## config.mk

```make
export PLATFORM = sky130hd
export DESIGN_NAME = i8bit_div
export DESIGN_NICKNAME = d
export VERILOG_FILES = /design/src/rtl/i8bit_div.sv
export SDC_FILE = /design/constraint.sdc
export NUM_CORES = 1
export LEC_CHECK = 0
export CORE_MARGIN = 3
export CORE_UTILIZATION = 43
export DETAILED_ROUTE_END_ITERATION = 10
export PLACE_DENSITY = 0.73
export SLEW_MARGIN = 10
export SYNTH_ARGS = -nofsm -noshare
export SYNTH_HDL_FRONTEND = slang
export SYNTH_SLANG_ARGS = --single-unit
export TNS_END_PERCENT = 50
```

## constraint.sdc

```tcl
create_clock -name clk -period 2.3 [get_ports clk]
set_clock_uncertainty 0.1 [all_clocks]
set_input_delay 0.23 -clock clk [delete_from_list [all_inputs] [get_ports clk]]
set_output_delay 0.23 -clock clk [all_outputs]
set_load 0.01 [all_outputs]
```

## src/rtl/i8bit_div.sv

```systemverilog
// Sequential restoring divider producing one quotient bit per clock, with valid/ready on both sides.
// Define I8BIT_DIV_BYPASS_EN to finish divide-by-zero and divisor>dividend in a single cycle.
module i8bit_div #(
   parameter int WIDTH = 8
) (
   input  logic             clk,
   input  logic             rst,
   input  logic             in_valid,
   output logic             in_ready,
   input  logic [WIDTH-1:0] dividend,
   input  logic [WIDTH-1:0] divisor,
   output logic             out_valid,
   input  logic             out_ready,
   output logic [WIDTH-1:0] quot,
   output logic [WIDTH-1:0] rem,
   output logic             div_by_zero
);

   localparam int CNT_W = (WIDTH > 2) ? $clog2(WIDTH) : 1;

   typedef enum logic [1:0] {
      IDLE = 2'd0,
      BUSY = 2'd1,
      DONE = 2'd2
   } state_t;

   state_t           state_q, state_d;
   logic [WIDTH-1:0] q_q, q_d;
   logic [WIDTH-1:0] d_q, d_d;
   logic [WIDTH-1:0] r_q, r_d;
   logic [CNT_W-1:0] cnt_q, cnt_d;
   logic             dbz_q, dbz_d;
   logic [WIDTH-1:0] quot_q, quot_d;
   logic [WIDTH-1:0] rem_q, rem_d;
   logic             div_by_zero_q, div_by_zero_d;

   logic [WIDTH:0]   trial;
   logic [WIDTH:0]   diff;
   logic             fits;
   logic [WIDTH-1:0] q_step;
   logic [WIDTH-1:0] r_step;

   // The partial remainder never reaches the divisor, so its top bit lives only in the trial value.
   always_comb begin
      trial  = {r_q, q_q[WIDTH-1]};
      diff   = trial - {1'b0, d_q};
      fits   = ~diff[WIDTH];
      q_step = {q_q[WIDTH-2:0], fits};
      r_step = fits ? diff[WIDTH-1:0] : trial[WIDTH-1:0];
   end

   always_comb begin
      state_d       = state_q;
      q_d           = q_q;
      d_d           = d_q;
      r_d           = r_q;
      cnt_d         = cnt_q;
      dbz_d         = dbz_q;
      quot_d        = quot_q;
      rem_d         = rem_q;
      div_by_zero_d = div_by_zero_q;

      case (state_q)
         IDLE: begin
            if (in_valid) begin
               q_d     = dividend;
               d_d     = divisor;
               r_d     = '0;
               cnt_d   = CNT_W'(WIDTH - 1);
               dbz_d   = (divisor == '0);
               state_d = BUSY;
`ifdef I8BIT_DIV_BYPASS_EN
               if ((divisor == '0) || (divisor > dividend)) begin
                  state_d       = DONE;
                  quot_d        = (divisor == '0) ? '1 : '0;
                  rem_d         = dividend;
                  div_by_zero_d = (divisor == '0);
               end
`endif
            end
         end
         BUSY: begin
            q_d   = q_step;
            r_d   = r_step;
            cnt_d = cnt_q - CNT_W'(1);
            if (cnt_q == '0) begin
               state_d       = DONE;
               quot_d        = q_step;
               rem_d         = r_step;
               div_by_zero_d = dbz_q;
            end
         end
         DONE: begin
            if (out_ready) begin
               state_d = IDLE;
            end
         end
         default: begin
            state_d = IDLE;
         end
      endcase
   end

   always_ff @(posedge clk) begin
      if (rst) begin
         state_q       <= IDLE;
         q_q           <= '0;
         d_q           <= '0;
         r_q           <= '0;
         cnt_q         <= '0;
         dbz_q         <= 1'b0;
         quot_q        <= '0;
         rem_q         <= '0;
         div_by_zero_q <= 1'b0;
      end else begin
         state_q       <= state_d;
         q_q           <= q_d;
         d_q           <= d_d;
         r_q           <= r_d;
         cnt_q         <= cnt_d;
         dbz_q         <= dbz_d;
         quot_q        <= quot_d;
         rem_q         <= rem_d;
         div_by_zero_q <= div_by_zero_d;
      end
   end

   assign in_ready    = (state_q == IDLE);
   assign out_valid   = (state_q == DONE);
   assign quot        = quot_q;
   assign rem         = rem_q;
   assign div_by_zero = div_by_zero_q;

endmodule
```

---- Yosys cells after proc, flatten, opt, wreduce, memory -nomap -nowiden ----
Cells that the tools add are included.
storage, ports and cells
  register bits after elaboration ......... 47
  input bits .............................. 20
  output and inout port bits .............. 19
  logic and storage cells ................. 36
cells by class
  add/sub/neg operators ................... 2
  eq/ne operators ......................... 5
  muxes and demuxes ....................... 11
  bitwise operators ....................... 1
  reductions and logical operators ........ 8
operators with widths
  operator                                               number
  case mux 8 bit (2 select lines)                        2
  two-way mux 8 bit                                      3
  subtractor 9 x 8 -> 9 bit                              1
  logical NOT 8 bit                                      1
  two-way mux 2 bit                                      3
  case mux 2 bit (3 select lines)                        1
  case mux 3 bit (2 select lines)                        1
  AND reduction 2 bit                                    3
  inequality test 2 bit, second input constant           2
  logical NOT 3 bit                                      1
  two-way mux 3 bit                                      1
  AND reduction 3 bit                                    1
  subtractor 3 x 1 -> 3 bit, second input constant       1
  equality test 2 x 1 -> 1 bit, second input constant    1
  equality test 2 bit, second input constant             1
  logical NOT 2 bit                                      1
  inequality test 2 x 1 -> 1 bit, second input constant  1
  nonzero test 2 bit                                     1
  inverter 1 bit                                         1

---- Longest topological paths before layout ----
  depth after elaboration ................. 3
  depth in mapped cells ................... 10
  depth with buffers taken out ............ 9

---- Least setup slack after synthesis ----
OpenSTA, ideal clock, no wires.
  path kind ............................... reg2reg
  from .................................... reg q_q[7]
  to ...................................... reg rem_q[3] (netlist: rem[3])
  library setup time ...................... 0.133 ns
  arrival time ............................ 2.096 ns
  data required time ...................... 2.067 ns
  setup slack ............................. -0.029 ns
  cell stages (with the launch flop) ...... 11
  buffers on the path ..................... 1
  clock period less this slack ............ 2.329 ns
  cell sequence ........................... dfxtp_1 -> inv_1 -> ha_1 -> inv_1 -> fa_1 -> a211oi_2 -> o211a_4 -> o211a_4 -> buf_12 -> mux2i_1 -> a21oi_1
between the ends
  word-level cells in the longest chain between the ends .. 2
ends and longest elaborated chain
  what                       RTL line  RTL
  start, declared            28        logic [WIDTH-1:0] q_q, q_d;
  start signal, assigned     117       q_q <= q_d;
  subtractor 9 x 8 -> 9 bit  46        diff = trial - {1'b0, d_q};
  two-way mux 8 bit          49        r_step = fits ? diff[WIDTH-1:0] : trial[WIDTH-1:0];
  end signal, assigned       123       rem_q <= rem_d;
  end, declared              34        logic [WIDTH-1:0] rem_q, rem_d;
No other way between the ends.
A chain may end at the register's enable or synchronous reset.

---- Final worst setup path ----
  from .................................... reg q_q[7]
  to ...................................... reg r_q[6]
between the ends
  word-level cells in the longest chain between the ends .. 3
ends and longest elaborated chain
  what                             RTL line  RTL
  subtractor 9 x 8 -> 9 bit        46
  two-way mux 8 bit                49
  case mux 8 bit (2 select lines)  63        case (state_q)
  end signal, assigned             119       r_q <= r_d;
  end, declared                    30        logic [WIDTH-1:0] r_q, r_d;
No other way between the ends.

==> results.sh <==
export IMPL_status="finished, violations left"
export IMPL_violations="negative setup slack"
export IMPL_rows=26
export IMPL_port_buffers=38
export IMPL_slowest_delay_ns=0.36
export IMPL_ioPinCount=39
export IMPL_n_antenna_cell=0
export IMPL_synth_top_cell_by_area="dfxtp_1"
export IMPL_fin_cells=408
export IMPL_hp_start="quot[6]"
export IMPL_drc=0
export IMPL_first_iter_violations=176
export IMPL_grt_max_degree=23
export IMPL_worstPathRequired_ns=2.40
export IMPL_synth_seq_cells=47
export IMPL_die_area_sq_um=6370
export IMPL_grt_pass1_vias=2001
export IMPL_synth_top_area_share_pct=40.2
export IMPL_drv_slew=0
export IMPL_crit_path_max_fanout=5
export IMPL_worstSetupPathType="reg2reg"
export IMPL_ys_types=41
export IMPL_cts_root_buf="clkbuf_8"
export IMPL_via_per_inst=5.46
export IMPL_grt_usage_pct=19.1
export IMPL_slowest_stage="fa_2"
export IMPL_ir_worst_vdd_uv=363
export IMPL_fp_dieH_microns=79.8
export IMPL_cts_sinks=47
export IMPL_initial_core_util_pct=45.3
export IMPL_synth_area_sq_um=2340
export IMPL_dr_pass1_iters=4
export IMPL_syn_to_final_growth_pct=32.9
export IMPL_vias=2229
export IMPL_powerDensity_nw_per_um2=820
export IMPL_final_util_pct=60.2
export IMPL_synth_compound_area_share_pct=23.4
export IMPL_synthMuxAreaShare_pct=2.56
export IMPL_core_area_sq_um=5170
export IMPL_clk_path_buf_depth=2
export IMPL_routed_wl_microns=5960
export IMPL_grt_pass1_wl_microns=9580
export IMPL_total_power_w=0.00255
export IMPL_htree_levels=2
export IMPL_reg2reg_from="q_q[7]"
export IMPL_hpwlAfterDp_microns=4170
export IMPL_ys_warn_count=0
export IMPL_synth_simple_gate_area_share_pct=21.2
export IMPL_crit_buf_inv=2
export IMPL_syn_nets=318
export IMPL_clock_fmax_mhz=430
export IMPL_grt_overflow_total=0
export IMPL_cts_tree="done"
export IMPL_final_antenna_net_count=0
export IMPL_fp_dieW_microns=79.8
export IMPL_synth_edf_count=0
export IMPL_crit_chain="inv_2 -> ha_4 -> inv_2 -> fa_2 -> a211oi_4 -> o211a_4 -> o211a_4 -> mux2i_4 -> o21ai_1"
export IMPL_slew_headroom_pct=61.1
export IMPL_r2r_slack_ns=-0.03
export IMPL_setup_ws_ns=-0.0273
export IMPL_max_cap_viol_count=0
export IMPL_dpl_cell_count=394
export IMPL_p_leak_nw=1.15
export IMPL_syn_inst=287
export IMPL_tightest_slew_ns=0.582
export IMPL_period_share_pct=101
export IMPL_final_common_cell="nand2_1"
export IMPL_nets=368
export IMPL_synth_avg_cell_area_sq_um=8.16
export IMPL_synthXorXnorAreaFrac_pct=1.50
export IMPL_place_congestion=0.853
export IMPL_final_cell_mix="66 x nand2_1, 44 x dfxtp_1, 38 x clkdlybuf4s50_1"
export IMPL_ys_seq_area_share_pct=40.2
export IMPL_ctsHoldBuffers=0
export IMPL_synthAdderAreaFrac_pct=6.20
export IMPL_crit_family="compound AO/OA/AOI/OAI gates"
export IMPL_crit_path_start="q_q[7]"
export IMPL_min_period_ns=2.33
export IMPL_synth_ff_type="dfxtp_1"
export IMPL_clkLatencyLatePin_ns=0.31
export IMPL_rsz0062_at_grt="yes"
export IMPL_finalSetupViolCount=6
export IMPL_start_kind="flip-flop"
export IMPL_endpoint_kind="flip-flop"
export IMPL_antenna_found_initial=0
export IMPL_synthArstFlopShare_pct=0
export IMPL_hp_class="reg2reg"
export IMPL_cts_buffers=5
export IMPL_drive_above_1_share_pct=15.4
export IMPL_hold_viol=0
export IMPL_arrival_ns=2.43
export IMPL_clk_transition_reported_paths_ns=0.10
export IMPL_ys_top_cells_by_area="dfxtp_1 40%, nand2_1 11%, a21oi_1 6.6%"
export IMPL_synth_top_family_by_area="compound AO/OA/AOI/OAI gates"
export IMPL_wl_per_cell_microns=14.6
==> final timing paths <==
| check | endpoint | cells after the start |
|---|---|---|
| max | r_q[6] | 9 |
| min | quot[6] | 2 |
| max reg2reg | r_q[6] | 9 |
| min reg2reg | quot[6] | 2 |
==> worst reg2reg max path, cell delays in order (launching register included) <==
cell and delay (ns):
dfxtp_2 0.33, inv_2 0.07, ha_4 0.13, inv_2 0.04, fa_2 0.36, a211oi_4 0.31, o211a_4 0.26, o211a_4 0.27
mux2i_4 0.27, o21ai_1 0.09
==> cell type report <==
| class | count | area, sq um |
|---|---|---|
| Clock buffer | 5 | 68.8 |
| Timing Repair Buffer | 55 | 523 |
| Inverter | 14 | 52.6 |
| Fill cell | 448 | 2060 |
| Clock inverter | 3 | 47.5 |
| Tap cell | 70 | 87.6 |
| Multi-Input combinational cell | 214 | 1390 |
| Sequential cell | 47 | 945 |
==> metrics by stage <==
stage	worst slack (ns)	instance area (sq um)	hold slack (ns)	setup TNS, ns
finish	-0.0273	3110	0.356	-0.0785
global placement	0.00836	2840	0.344	0
global route	-0.102	3110	0.377	-1.00
detailed placement	-0.0988	2840	0.346	-0.376
CTS	0.00181	3010	0.360	0
floorplan	0.0154	2340	0.266	0
==> sequential cells by signal, summed over array words and instances (netlist names) <==
register and cells:
r_q 8, dbz_q 1, d_q 8, cnt_q 3, div_by_zero 1, rem 8, quot 8, state_q 2
q_q 8
==> power by group <==
part,internal (W),leakage [nW],switching [W]
logic,0.000474,0.701,0.000519
registers,0.000881,0.385,0.0000526
clock network,0.000330,0.0587,0.000294
total,0.00168,1.15,0.000866
==> per-layer routing <==
metal  vias to the layer above  wire [microns]  GRT usage (%)
li1                       1098               -              -
met3                        15             304           3.50
met4                         0             149           5.57
met1                      1040            2740           25.8
met2                        76            2760           31.0
met5                         -               0              0
==> what timing repair did <==
action,4_1_cts,5_1_grt
endpoints found under the hold margin,0,0
gates resized for setup,9,17
pin swaps,6,22
gates cloned,1,0
endpoints found under the setup margin,13,17
setup buffers,2,3
==> synth_stat cells, drive strengths merged (2+ instances only) <==
| library cell | n |
|---|---|
| nand2 | 67 |
| dfxtp | 47 |
| a21oi | 31 |
| nor2 | 23 |
| inv | 14 |
| clkbuf | 12 |
| o21ai | 12 |
| a311oi | 10 |
| ha | 10 |
| a211oi | 6 |
| mux2i | 6 |
| nand2b | 6 |
| o211ai | 6 |
| nand3 | 5 |
| xor2 | 4 |
| and2 | 3 |
| nor2b | 3 |
| nor3 | 2 |
| nor4 | 2 |
| o211a | 2 |
==> logic make-up (layout without fill, tap and decap cells) <==
| logic type | Yosys count | in the layout |
|---|---|---|
| mux | 6 | 6 |
| buf+inv | 27 | 77 |
| xor+xnor | 4 | 4 |
| fa+ha+maj | 11 | 11 |
| flops | 47 | 47 |
| simple gates | 116 | 116 |
| compound gates | 76 | 77 |
Note: power is estimated with default switching activity, not from simulation.
